### config.mk
export PLATFORM = sky130hd
export DESIGN_NAME = corr_peak_detector
export DESIGN_NICKNAME = d
export VERILOG_FILES = /design/src/rtl/corr_peak_detector_pkg.sv /design/src/rtl/corr_peak_detector.sv
export SDC_FILE = /design/constraint.sdc
export NUM_CORES = 1
export LEC_CHECK = 0
export CAP_MARGIN = 5
export CORE_MARGIN = 3
export CORE_UTILIZATION = 52
export DETAILED_ROUTE_END_ITERATION = 12
export PLACE_DENSITY = 0.75
export SKIP_CTS_REPAIR_TIMING = 1
export SLEW_MARGIN = 10
export SYNTH_ARGS = -nofsm -noshare
export SYNTH_HDL_FRONTEND = slang
export SYNTH_SLANG_ARGS = --single-unit
### constraint.sdc
create_clock -name aclk -period 9.8 [get_ports aclk]
set_input_delay 0.98 -clock aclk [delete_from_list [all_inputs] [get_ports aclk]]
set_output_delay 0.98 -clock aclk [all_outputs]
set_load 0.1 [all_outputs]
### src/rtl/corr_peak_detector_pkg.sv
// Shared correlation definitions: detector states, tdata field layout, magnitude width.
// Imported by corr_peak_detector and its testbench.
package corr_peak_detector_pkg;

  localparam int TDATA_W = 32;
  localparam int COMP_W  = 16;
  localparam int RE_LSB  = 0;
  localparam int IM_LSB  = 16;
  localparam int MAG_W   = 17;

  typedef enum logic [1:0] {
    ST_IDLE  = 2'd0,
    ST_RUN   = 2'd1,
    ST_FLUSH = 2'd2
  } corr_state_t;

  typedef logic [MAG_W-1:0] mag_t;

endpackage

### src/rtl/corr_peak_detector.sv
// Finds max |re|+|im| and its beat index over a frame; result pulses 3 edges after the last beat.
// corr_tready is high only in RUN, so upstream stalls freely via corr_tvalid and is held off outside a frame.
module corr_peak_detector
  import corr_peak_detector_pkg::*;
#(
  parameter int LEN_W = 14
) (
  input  logic               aclk,
  input  logic               areset,
  input  logic [LEN_W-1:0]   frame_len,
  input  logic               start,
  output logic               idle,
  input  logic [TDATA_W-1:0] corr_tdata,
  input  logic               corr_tvalid,
  output logic               corr_tready,
  output logic [MAG_W-1:0]   peak_mag,
  output logic [LEN_W-1:0]   peak_index,
  output logic               peak_valid
);

  corr_state_t      state;
  corr_state_t      state_nxt;
  logic [LEN_W-1:0] len_q;
  logic [LEN_W-1:0] cnt;
  logic             flush_cnt;
  logic             accept;
  logic             last_beat;
  logic             start_ok;

  logic             s1_vld;
  mag_t             s1_mag;
  logic [LEN_W-1:0] s1_idx;
  mag_t             run_max;
  logic [LEN_W-1:0] run_idx;

  // Sign-extend before negating so that -32768 becomes +32768 instead of wrapping.
  function automatic mag_t abs_comp(input logic [COMP_W-1:0] v);
    mag_t ext;
    ext = {v[COMP_W-1], v};
    return v[COMP_W-1] ? (~ext + mag_t'(1)) : ext;
  endfunction

  function automatic mag_t beat_mag(input logic [TDATA_W-1:0] d);
    return abs_comp(d[RE_LSB +: COMP_W]) + abs_comp(d[IM_LSB +: COMP_W]);
  endfunction

  assign idle        = (state == ST_IDLE);
  assign corr_tready = (state == ST_RUN);
  assign accept      = corr_tvalid & corr_tready;
  assign last_beat   = accept && (cnt == len_q - LEN_W'(1));
  assign start_ok    = idle & start;

  always_ff @(posedge aclk) begin
    if (areset) begin
      state <= ST_IDLE;
    end else begin
      state <= state_nxt;
    end
  end

  always_comb begin
    state_nxt = state;
    case (state)
      ST_IDLE:  if (start)     state_nxt = (frame_len == '0) ? ST_FLUSH : ST_RUN;
      ST_RUN:   if (last_beat) state_nxt = ST_FLUSH;
      ST_FLUSH: if (flush_cnt) state_nxt = ST_IDLE;
      default:                 state_nxt = ST_IDLE;
    endcase
  end

  always_ff @(posedge aclk) begin
    if (areset) begin
      len_q      <= '0;
      cnt        <= '0;
      flush_cnt  <= 1'b0;
      s1_vld     <= 1'b0;
      s1_mag     <= '0;
      s1_idx     <= '0;
      run_max    <= '0;
      run_idx    <= '0;
      peak_mag   <= '0;
      peak_index <= '0;
      peak_valid <= 1'b0;
    end else begin
      peak_valid <= 1'b0;

      // Stage 1: magnitude of the accepted beat, tagged with its index.
      s1_vld <= accept;
      if (accept) begin
        s1_mag <= beat_mag(corr_tdata);
        s1_idx <= cnt;
        cnt    <= cnt + LEN_W'(1);
      end

      // Stage 2: strict compare keeps the first occurrence on ties.
      if (start_ok) begin
        len_q   <= frame_len;
        cnt     <= '0;
        run_max <= '0;
        run_idx <= '0;
      end else if (s1_vld && (s1_mag > run_max)) begin
        run_max <= s1_mag;
        run_idx <= s1_idx;
      end

      // Two FLUSH cycles let the last beat drain through both stages.
      if (state == ST_FLUSH) begin
        flush_cnt <= ~flush_cnt;
      end else begin
        flush_cnt <= 1'b0;
      end

      if ((state == ST_FLUSH) && flush_cnt) begin
        peak_valid <= 1'b1;
        peak_mag   <= run_max;
        peak_index <= run_idx;
      end
    end
  end

endmodule

==> Word level (Yosys, flattened, before mapping) <==
Index checks and enable logic that the tools add are counted.
{ "totals": {"regBits": 126, "input_bits": 50} }
{ "classes": {"add_sub_neg": 5, "n_lt_le_gt_ge": 1, "eq_ne": 6, "muxes": 8, "n_bitwise": 6, "n_reduce_logical": 8} }
{ "op_table": {"columns": ["cell", "n"], "rows": [
  ["17-bit by 1-bit adder with 17-bit output (second input constant)", 2],
  ["17-bit 2-to-1 mux", 2],
  ["17-bit inverter", 2],
  ["17-bit adder", 1],
  ["17-bit greater-than comparator", 1],
  ["14-bit by 1-bit adder with 14-bit output (second input constant)", 1],
  ["14-bit equality test", 1],
  ["14-bit zero test", 1],
  ["14-bit by 1-bit subtractor with 14-bit output (second input constant)", 1],
  ["2-bit 2-to-1 mux", 4],
  ["2-bit one-hot mux with 3 select lines", 1],
  ["2-bit inequality test (second input constant)", 2],
  ["2-bit OR reduction", 2],
  ["1-bit logical AND", 3],
  ["3-bit AND reduction", 1],
  ["1-bit AND", 2],
  ["2-bit by 1-bit equality test with 1-bit output (second input constant)", 1],
  ["2-bit equality test (second input constant)", 1],
  ["2-bit zero test", 1],
  ["2-bit by 1-bit inequality test with 1-bit output (second input constant)", 1],
  ["1-bit inverter", 2],
  ["1-bit 2-to-1 mux", 1]
]} }

==> Depth between registers and ports, before layout <==
Gate-level depths: netlist of run 1.
{ "logic_depth": {"ltp_word": 5, "mapped_depth": 15} }

==> Worst setup path before layout of run 1 <==
OpenSTA, ideal clock, no wires.
{ "synth_path": {"kind": "input to register", "startpoint": "input corr_tdata[20]", "endpoint": "register s1_mag[14]", "setup_time_ns": 0.117, "arrival_time_ns": 3.642, "path_slack_ns": 6.041, "path_stages": 13, "path_buffers": 0, "cell_sequence": "nor3_1 nand3_1 or3_1 or3_1 o31ai_1 xnor2_1 ha_1 o21a_1 o21ai_0 o21a_1 o21ai_0 xor2_1 a22o_1"} }
{ "synth_between": {"elab_chain_len": 4} }
{ "synth_lines": {"columns": ["element", "line", "source"], "rows": [
  ["start, declared", "corr_peak_detector.sv:13", "input logic [TDATA_W-1:0] corr_tdata,"],
  ["17-bit inverter", "corr_peak_detector.sv:40", "return v[COMP_W-1] ? (~ext + mag_t'(1)) : ext;"],
  ["17-bit by 1-bit adder with 17-bit output", "corr_peak_detector.sv:40", null],
  ["17-bit 2-to-1 mux *", "corr_peak_detector.sv:40", null],
  ["17-bit adder *", "corr_peak_detector.sv:44", "return abs_comp(d[RE_LSB +: COMP_W]) + abs_comp(d[IM_LSB +: COMP_W]);"],
  ["end signal, assigned", "corr_peak_detector.sv:90", "s1_mag <= beat_mag(corr_tdata);"],
  ["end, declared", "corr_peak_detector.sv:31", "mag_t s1_mag;"]
]} }
Every way passes the cells marked *; elsewhere a longest branch is shown, timed or not.
A chain may end at the register's enable or synchronous reset.

==> Final worst setup path of run 1 <==
{ "layout_path": {"startpoint": "input corr_tdata[18]", "endpoint": "register s1_mag[14]"} }
Same word-level chain as after synthesis.

==> run_results.csv, run 1 <==
group,metric,value,unit
cells_and_area,diodes,0,
routing,vias,5926,
cells_and_area,multiInputGateArea,3920,sq um
sta,relSlewSlack,0.290,
routing,firstDrtPassIters,5,
critical_path,regToRegSetupSlack,6.84,ns
clock_tree,htreeDepth,4,
clock_tree,clock_path_buffers,2,
power,p_int,0.00100,W
logic_synthesis,synth_area,6740,sq um
critical_path,path_max_fanout,5,
critical_path,crit_path_end_kind,"flop",
routing,wire_per_inst,13.5,microns
sta,finalSetupTns,0,ns
critical_path,r2r_end,"state[0]",
global_routing,antenna_found_initial,0,
critical_path,critPathCapture,"s1_mag[14]",
power,p_comb_frac,0.177,
logic_synthesis,yosys.area.top_type_share,0.374,
logic_synthesis,syn_avg_cell_area,7.98,sq um
critical_path,start_kind,"input port",
power,leakagePower,2.91,nW
global_routing,overflow,0,
routing,first_iter_violations,327,
global_routing,grt_usage,0.211,
sta,setup_viol,0,
global_routing,grt_max_degree,78,
logic_synthesis,ys_warn_count,0,
logic_synthesis,synth_seq_cells,126,
sta,hold_violations,0,
cells_and_area,fill_cells,1096,
floorplanning,ios,84,
critical_path,crit_type,"input port to flop",
cells_and_area,nets,1001,
logic_synthesis,synth-main-ff-cell,"dfxtp_1",
sta,post-route-min-period,4.16,ns
logic_synthesis,synth_edf_count,0,
logic_synthesis,synth.area.top_cells,"dfxtp_1 (37%), nand2_1 (9.4%), ha_1 (6.9%), a21oi_1 (6.8%), xnor2_1 (5.3%)",
routing,viasPerCell,5.42,
sta,fmax,0.240,GHz
power,cellPowerDensity,167,nW/um^2
floorplanning,core_area,12300,sq um
critical_path,worst_ep_arrival_time,4.46,ns
sta,final_max_slew_viol_count,0,
clock_tree,numCtsBuffers,17,
floorplanning,rows,40,
floorplanning,die-height,120,microns
logic_synthesis,yosysTopAreaCell,"dfxtp_1",
clock_tree,clkTransAtPathRegs,0.05,ns
logic_synthesis,yosysUniqueCellTypes,60,
clock_tree,clock_latency,0.42,ns
outcome,outcome,"finished clean",
clock_tree,ctsRootBufferMaster,"clkbuf_16",
min_path,hp-class,"flop to flop",
routing,antenna_left,0,
global_routing,grt_pass1_wl,25600,microns
power,ir_drop,91.4,uV
logic_synthesis,syn_nets,932,
placement,place_congestion,0.839,
cells_and_area,seq_area,2520,sq um
sta,skew,0.0206,ns
power,switching_share,0.270,
routing,finalWirelength,14800,microns
clock_tree,cts_tree,"done",
critical_path,critPathLaunch,"corr_tdata[18]",
sta,holdWs,0.453,ns
placement,dp_hpwl,10900,microns
floorplanning,dieArea,14400,sq um
logic_synthesis,synthArstFlopShare,0,
clock_tree,clock-sinks,126,
sta,fin_crit_sh,0.425,
floorplanning,die_w,120,microns
floorplanning,start_util,0.547,
power,power_frac_seq,0.389,
sta,rsz0062_at_grt,"false",
critical_path,critical_path_required,10.09,ns
critical_path,r2r_start,"len_q[0]",
logic_synthesis,postSynthCellCount,844,
routing,drc,0,
power,power_switching,0.000372,W
flow_run,maxCapViolCount,0,
global_routing,grt_pass1_vias,5612,
power,clock_power_share,0.435,
logic_synthesis,ys_seq_area_frac,0.374,
cells_and_area,drive_gt1_frac,0.0464,
critical_path,r2r_cells,9,
cells_and_area,syn_to_final_growth,21.9,%
sta,tightest_slew,1.07,ns
placement,io_buffers,83,
==> through the flow <==
stage	instance area, sq um	instances	utilization	power, W	setup WS, ns
finish	8220	1094	0.667	0.00138	5.64
global route	8220	1094	0.667	0.00144	5.39
global placement	7640	1062	0.621	0.000774	5.37
floorplan	6740	844	-	0.000717	6.04
CTS	8220	1094	0.667	0.00138	5.65
detailed placement	7640	1062	0.621	0.000784	5.23
==> area by class of cell <==
type                       count  area share
clock buffer                  18      0.0522
clock inverter                14      0.0174
inverter                      33      0.0151
multi-input combinational    647       0.478
sequential                   126       0.307
tap                          168      0.0256
timing repair buffer          88       0.105
==> cell families after synthesis <==
group | share of synthesized area
multiplexers | 0.0520
buffers and inverters | 0.0461
flip-flops | 0.374
AND/OR/NAND/NOR | 0.228
AO/OA/AOI/OAI | 0.153
adder cells (fa/ha/maj) | 0.0717
XOR/XNOR | 0.0741
==> metal layers <==
metal	GRT usage	up-vias	wire, microns
met5	0	-	0
met4	0.0666	0	175
met3	0.0485	16	769
met2	0.331	157	6500
met1	0.290	2702	7350
li1	-	3051	-
==> worst min-delay path by stage <==
| stage | from | endpoint | depth (start not counted) |
|---|---|---|---|
| floorplan | run_idx[13] | peak_index[13] | 2 |
| global placement | peak_mag[15] | peak_mag[15] | 2 |
| detailed placement | peak_mag[3] | peak_mag[3] | 2 |
| CTS | peak_mag[3] | peak_mag[3] | 2 |
| global route | peak_mag[4] | peak_mag[4] | 2 |
| finish | peak_mag[3] | peak_mag[3] | 2 |
==> power by group through the flow <==
stage | Sequential, W | Clock, W | Combinational [W]
3_5_place_dp | 0.000545 | 0 | 0.000238
2_1_floorplan | 0.000541 | 0 | 0.000176
4_1_cts | 0.000534 | 0.000606 | 0.000241
3_3_place_gp | 0.000544 | 0 | 0.000229
5_1_grt | 0.000536 | 0.000632 | 0.000271
6_report | 0.000535 | 0.000598 | 0.000243
==> sequential cells by signal, indices dropped and copies added (netlist names) <==
register,count
flush_cnt,1
state,2
peak_mag,17
peak_index,14
cnt,14
s1_idx,14
run_idx,14
peak_valid,1
s1_mag,17
run_max,17
len_q,14
s1_vld,1
==> worst max-delay path, stage by stage <==
cell	delay [ns]
clkdlybuf4s50_1	0.47
nor3_1	0.28
nand3_1	0.13
or3_1	0.35
or3_1	0.37
o31ai_1	0.26
xnor2_1	0.16
ha_1	0.29
o21a_1	0.16
o21ai_0	0.32
o21a_1	0.18
o21ai_0	0.09
xor2_1	0.17
a22o_1	0.24
==> cells in the mapped netlist (all sizes together) (3+ instances only) <==
cell and n:
xnor2 41, nor3 17, o41ai 3, nor2b 7
nand3 13, a211oi 4, xor2 16, nor2 71
nand4 11, nand2b 5, and2 5, buf 4
o21a 10, a21o 8, nand3b 3, clkbuf 34
or3 13, nor4 7, o21ai 33, nand2 169
a31oi 4, dfxtp 126, ha 37, o31ai 6
mux2i 35, a21oi 91, or4 3, nor4b 4
inv 33
==> cells in the final DEF, fill, tap and decap left out, types with 5 or more instances in the layout <==
master,netlist,routed
xor2_1,16,16
clkinv_2,0,5
nand2_1,169,169
nor4_1,7,7
nand4_1,11,11
clkbuf_16,0,17
mux2i_1,35,35
nor2_1,71,71
inv_1,33,33
xnor2_1,41,41
nand2b_1,5,5
o31ai_1,6,6
o21a_1,10,10
clkdlybuf4s50_1,0,82
ha_1,37,37
a21o_1,8,8
nor3_1,17,17
dfxtp_1,126,126
nand3_1,13,13
or3_1,12,12
nor2b_1,7,7
buf_4,0,5
o21ai_0,33,33
a21oi_1,91,91
(Power assumes the default switching activity.)
==> inputs of run 2 (changes only) <==
- clock period: 9.8 -> 3.9 ns (I/O delays scaled with it)
==> run_results.csv, run 2 (synthesis results as in run 1) <==
group,metric,value,unit
clock_tree,clock_path_buffers,2,
critical_path,critical_path_required,4.20,ns
routing,firstDrtPassIters,5,
critical_path,cp.buffers_inverters,1,
sta,fin_crit_sh,0.929,
sta,post-route-min-period,3.62,ns
routing,antenna_left,0,
floorplanning,start_util,0.547,
placement,io_buffers,83,
global_routing,overflow,0,
sta,setup_viol,0,
global_routing,grt_pass1_wl,26600,microns
global_routing,grt_usage,0.222,
critical_path,crit_chain,"clkdlybuf4s50_1 > nor3_1 > nand3_1 > or3_1 > or3_1 > o31ai_1 > xnor2_1 > ha_1 > o21a_1 > o21ai_0 > o21a_1 > o21ai_0 > xor2_1 > a22o_1",
floorplanning,dieArea,14400,sq um
routing,finalWirelength,15500,microns
power,ir_drop,223,uV
critical_path,cp_slowest_cell,"clkdlybuf4s50_1",
cells_and_area,reg.largest.list,"peak_mag: 17 flops, run_max: 17 flops, s1_mag: 17 flops",
cells_and_area,postLayoutCoreUtil,0.674,
sta,finalSetupTns,0,ns
routing,viasPerCell,5.51,
critical_path,crit_type,"input port to flop",
critical_path,r2r_end,"state[0]",
sta,final_max_slew_viol_count,0,
clock_tree,ctsRootBufferMaster,"clkbuf_16",
outcome,outcome,"finished clean",
placement,pre_cts_slack,-0.119,ns
sta,skew,0.0162,ns
critical_path,r2r_cells,9,
routing,wire_per_inst,14.2,microns
power,p_total,0.00368,W
min_path,min-delay-start,"peak_index[2]",
sta,layout_setup_ws,0.276,ns
global_routing,grt_max_degree,47,
min_path,hp-class,"flop to flop",
clock_tree,cts_tree,"done",
global_routing,grt_pass1_vias,5826,
power,leakagePower,2.95,nW
routing,drc,0,
cells_and_area,diodes,0,
routing,first_iter_violations,323,
floorplanning,die_w,120,microns
clock_tree,htreeDepth,4,
critical_path,crit_path_end_kind,"flop",
sta,fmax,0.276,GHz
cells_and_area,syn_to_final_growth,23.2,%
clock_tree,clock-sinks,126,
placement,dp_hpwl,11400,microns
critical_path,worst_ep_arrival_time,3.92,ns
critical_path,path_max_fanout,5,
cells_and_area,final_common_cell,"nand2_1",
critical_path,cp_top_family,"compound AO/OA/AOI/OAI gates",
critical_path,regToRegSetupSlack,0.99,ns
cells_and_area,nets,1003,
floorplanning,ios,84,
placement,place_congestion,0.835,
power,cellPowerDensity,443,nW/um^2
floorplanning,rows,40,
sta,rsz0062_at_grt,"false",
flow_run,maxCapViolCount,0,
min_path,whs_path_depth,2,
floorplanning,core_area,12300,sq um
critical_path,start_kind,"input port",
clock_tree,numCtsBuffers,17,
critical_path,r2r_start,"len_q[0]",
routing,vias,6029,
min_path,worstHoldEndpoint,"peak_index[2]",
global_routing,antenna_found_initial,0,
clock_tree,clock_latency,0.41,ns
clock_tree,clkTransAtPathRegs,0.05,ns
sta,relSlewSlack,0.236,
floorplanning,die-height,120,microns
cells_and_area,final_cell_mix,"nand2_1 (169), dfxtp_1 (126), a21oi_1 (91)",
critical_path,slowest_delay,0.44,ns
cells_and_area,drive_gt1_frac,0.0464,
sta,hold_violations,0,
sta,tightest_slew,1.15,ns
[run 2: cell count changes in the layout (fill, tap and decap cells not counted)]
cell and delta:
bufinv_16 +3, clkinv_2 -3, buf_4 +2, clkbuf_8 +2, clkinvlp_4 -2, inv_6 -2
clkbuf_1 +1
[run 2: power by group]
part           internal, W  switching [W]  total (W)
logic             0.000273       0.000350   0.000623
registers          0.00131      0.0000310    0.00134
clock network      0.00116       0.000546    0.00171
[run 2: cell type report]
type                    instances  area [sq um]
fillers                      1069          4010
flip-flops and latches        126          2520
clock buffers                  21           460
clock inverters                10           185
inverters                      33           124
multi-input cells             647          3920
repair buffers                 90           878
well taps                     168           210
[run 2: worst max-delay path by stage]
stage | start | to | slack [ns] | depth (start not counted)
floorplan | state[0] | cnt[10] | 0.66 | 7
global placement | corr_tdata[20] | s1_mag[14] | 0.08 | 14
detailed placement | corr_tdata[20] | s1_mag[14] | -0.12 | 14
CTS | corr_tdata[20] | s1_mag[14] | 0.32 | 14
global route | corr_tdata[19] | s1_mag[14] | 0.06 | 14
finish | corr_tdata[20] | s1_mag[14] | 0.28 | 14
[run 2: worst reg2reg max path: cells and delay by family (launching register included)]
kind	cells	cell delay (ns)
flops	1	0.36
buf+inv	1	0.08
fa+ha+maj	1	0.27
simple gates	5	1.90
compound gates	2	0.20
[run 2: layer usage]
layer	track usage	routed length [microns]
met1	0.294	7470
met2	0.353	6980
met3	0.0471	830
met4	0.0895	234
met5	0	0
[run 2: metrics by stage]
| stage | area (sq um) | hold WS [ns] | instances |
|---|---|---|---|
| finish | 8300 | 0.450 | 1095 |
| global route | 8300 | 0.470 | 1095 |
| CTS | 8300 | 0.453 | 1095 |
| detailed placement | 7660 | 0.446 | 1064 |
| global placement | 7660 | 0.444 | 1064 |
| floorplan | 6740 | 0.429 | 844 |
==> inputs of run 3 (changes only) <==
- SKIP_CTS_REPAIR_TIMING: 1 -> not set
==> results of run 3 <==
No change in the layout: final DEF, timing and power equal those of run 2.
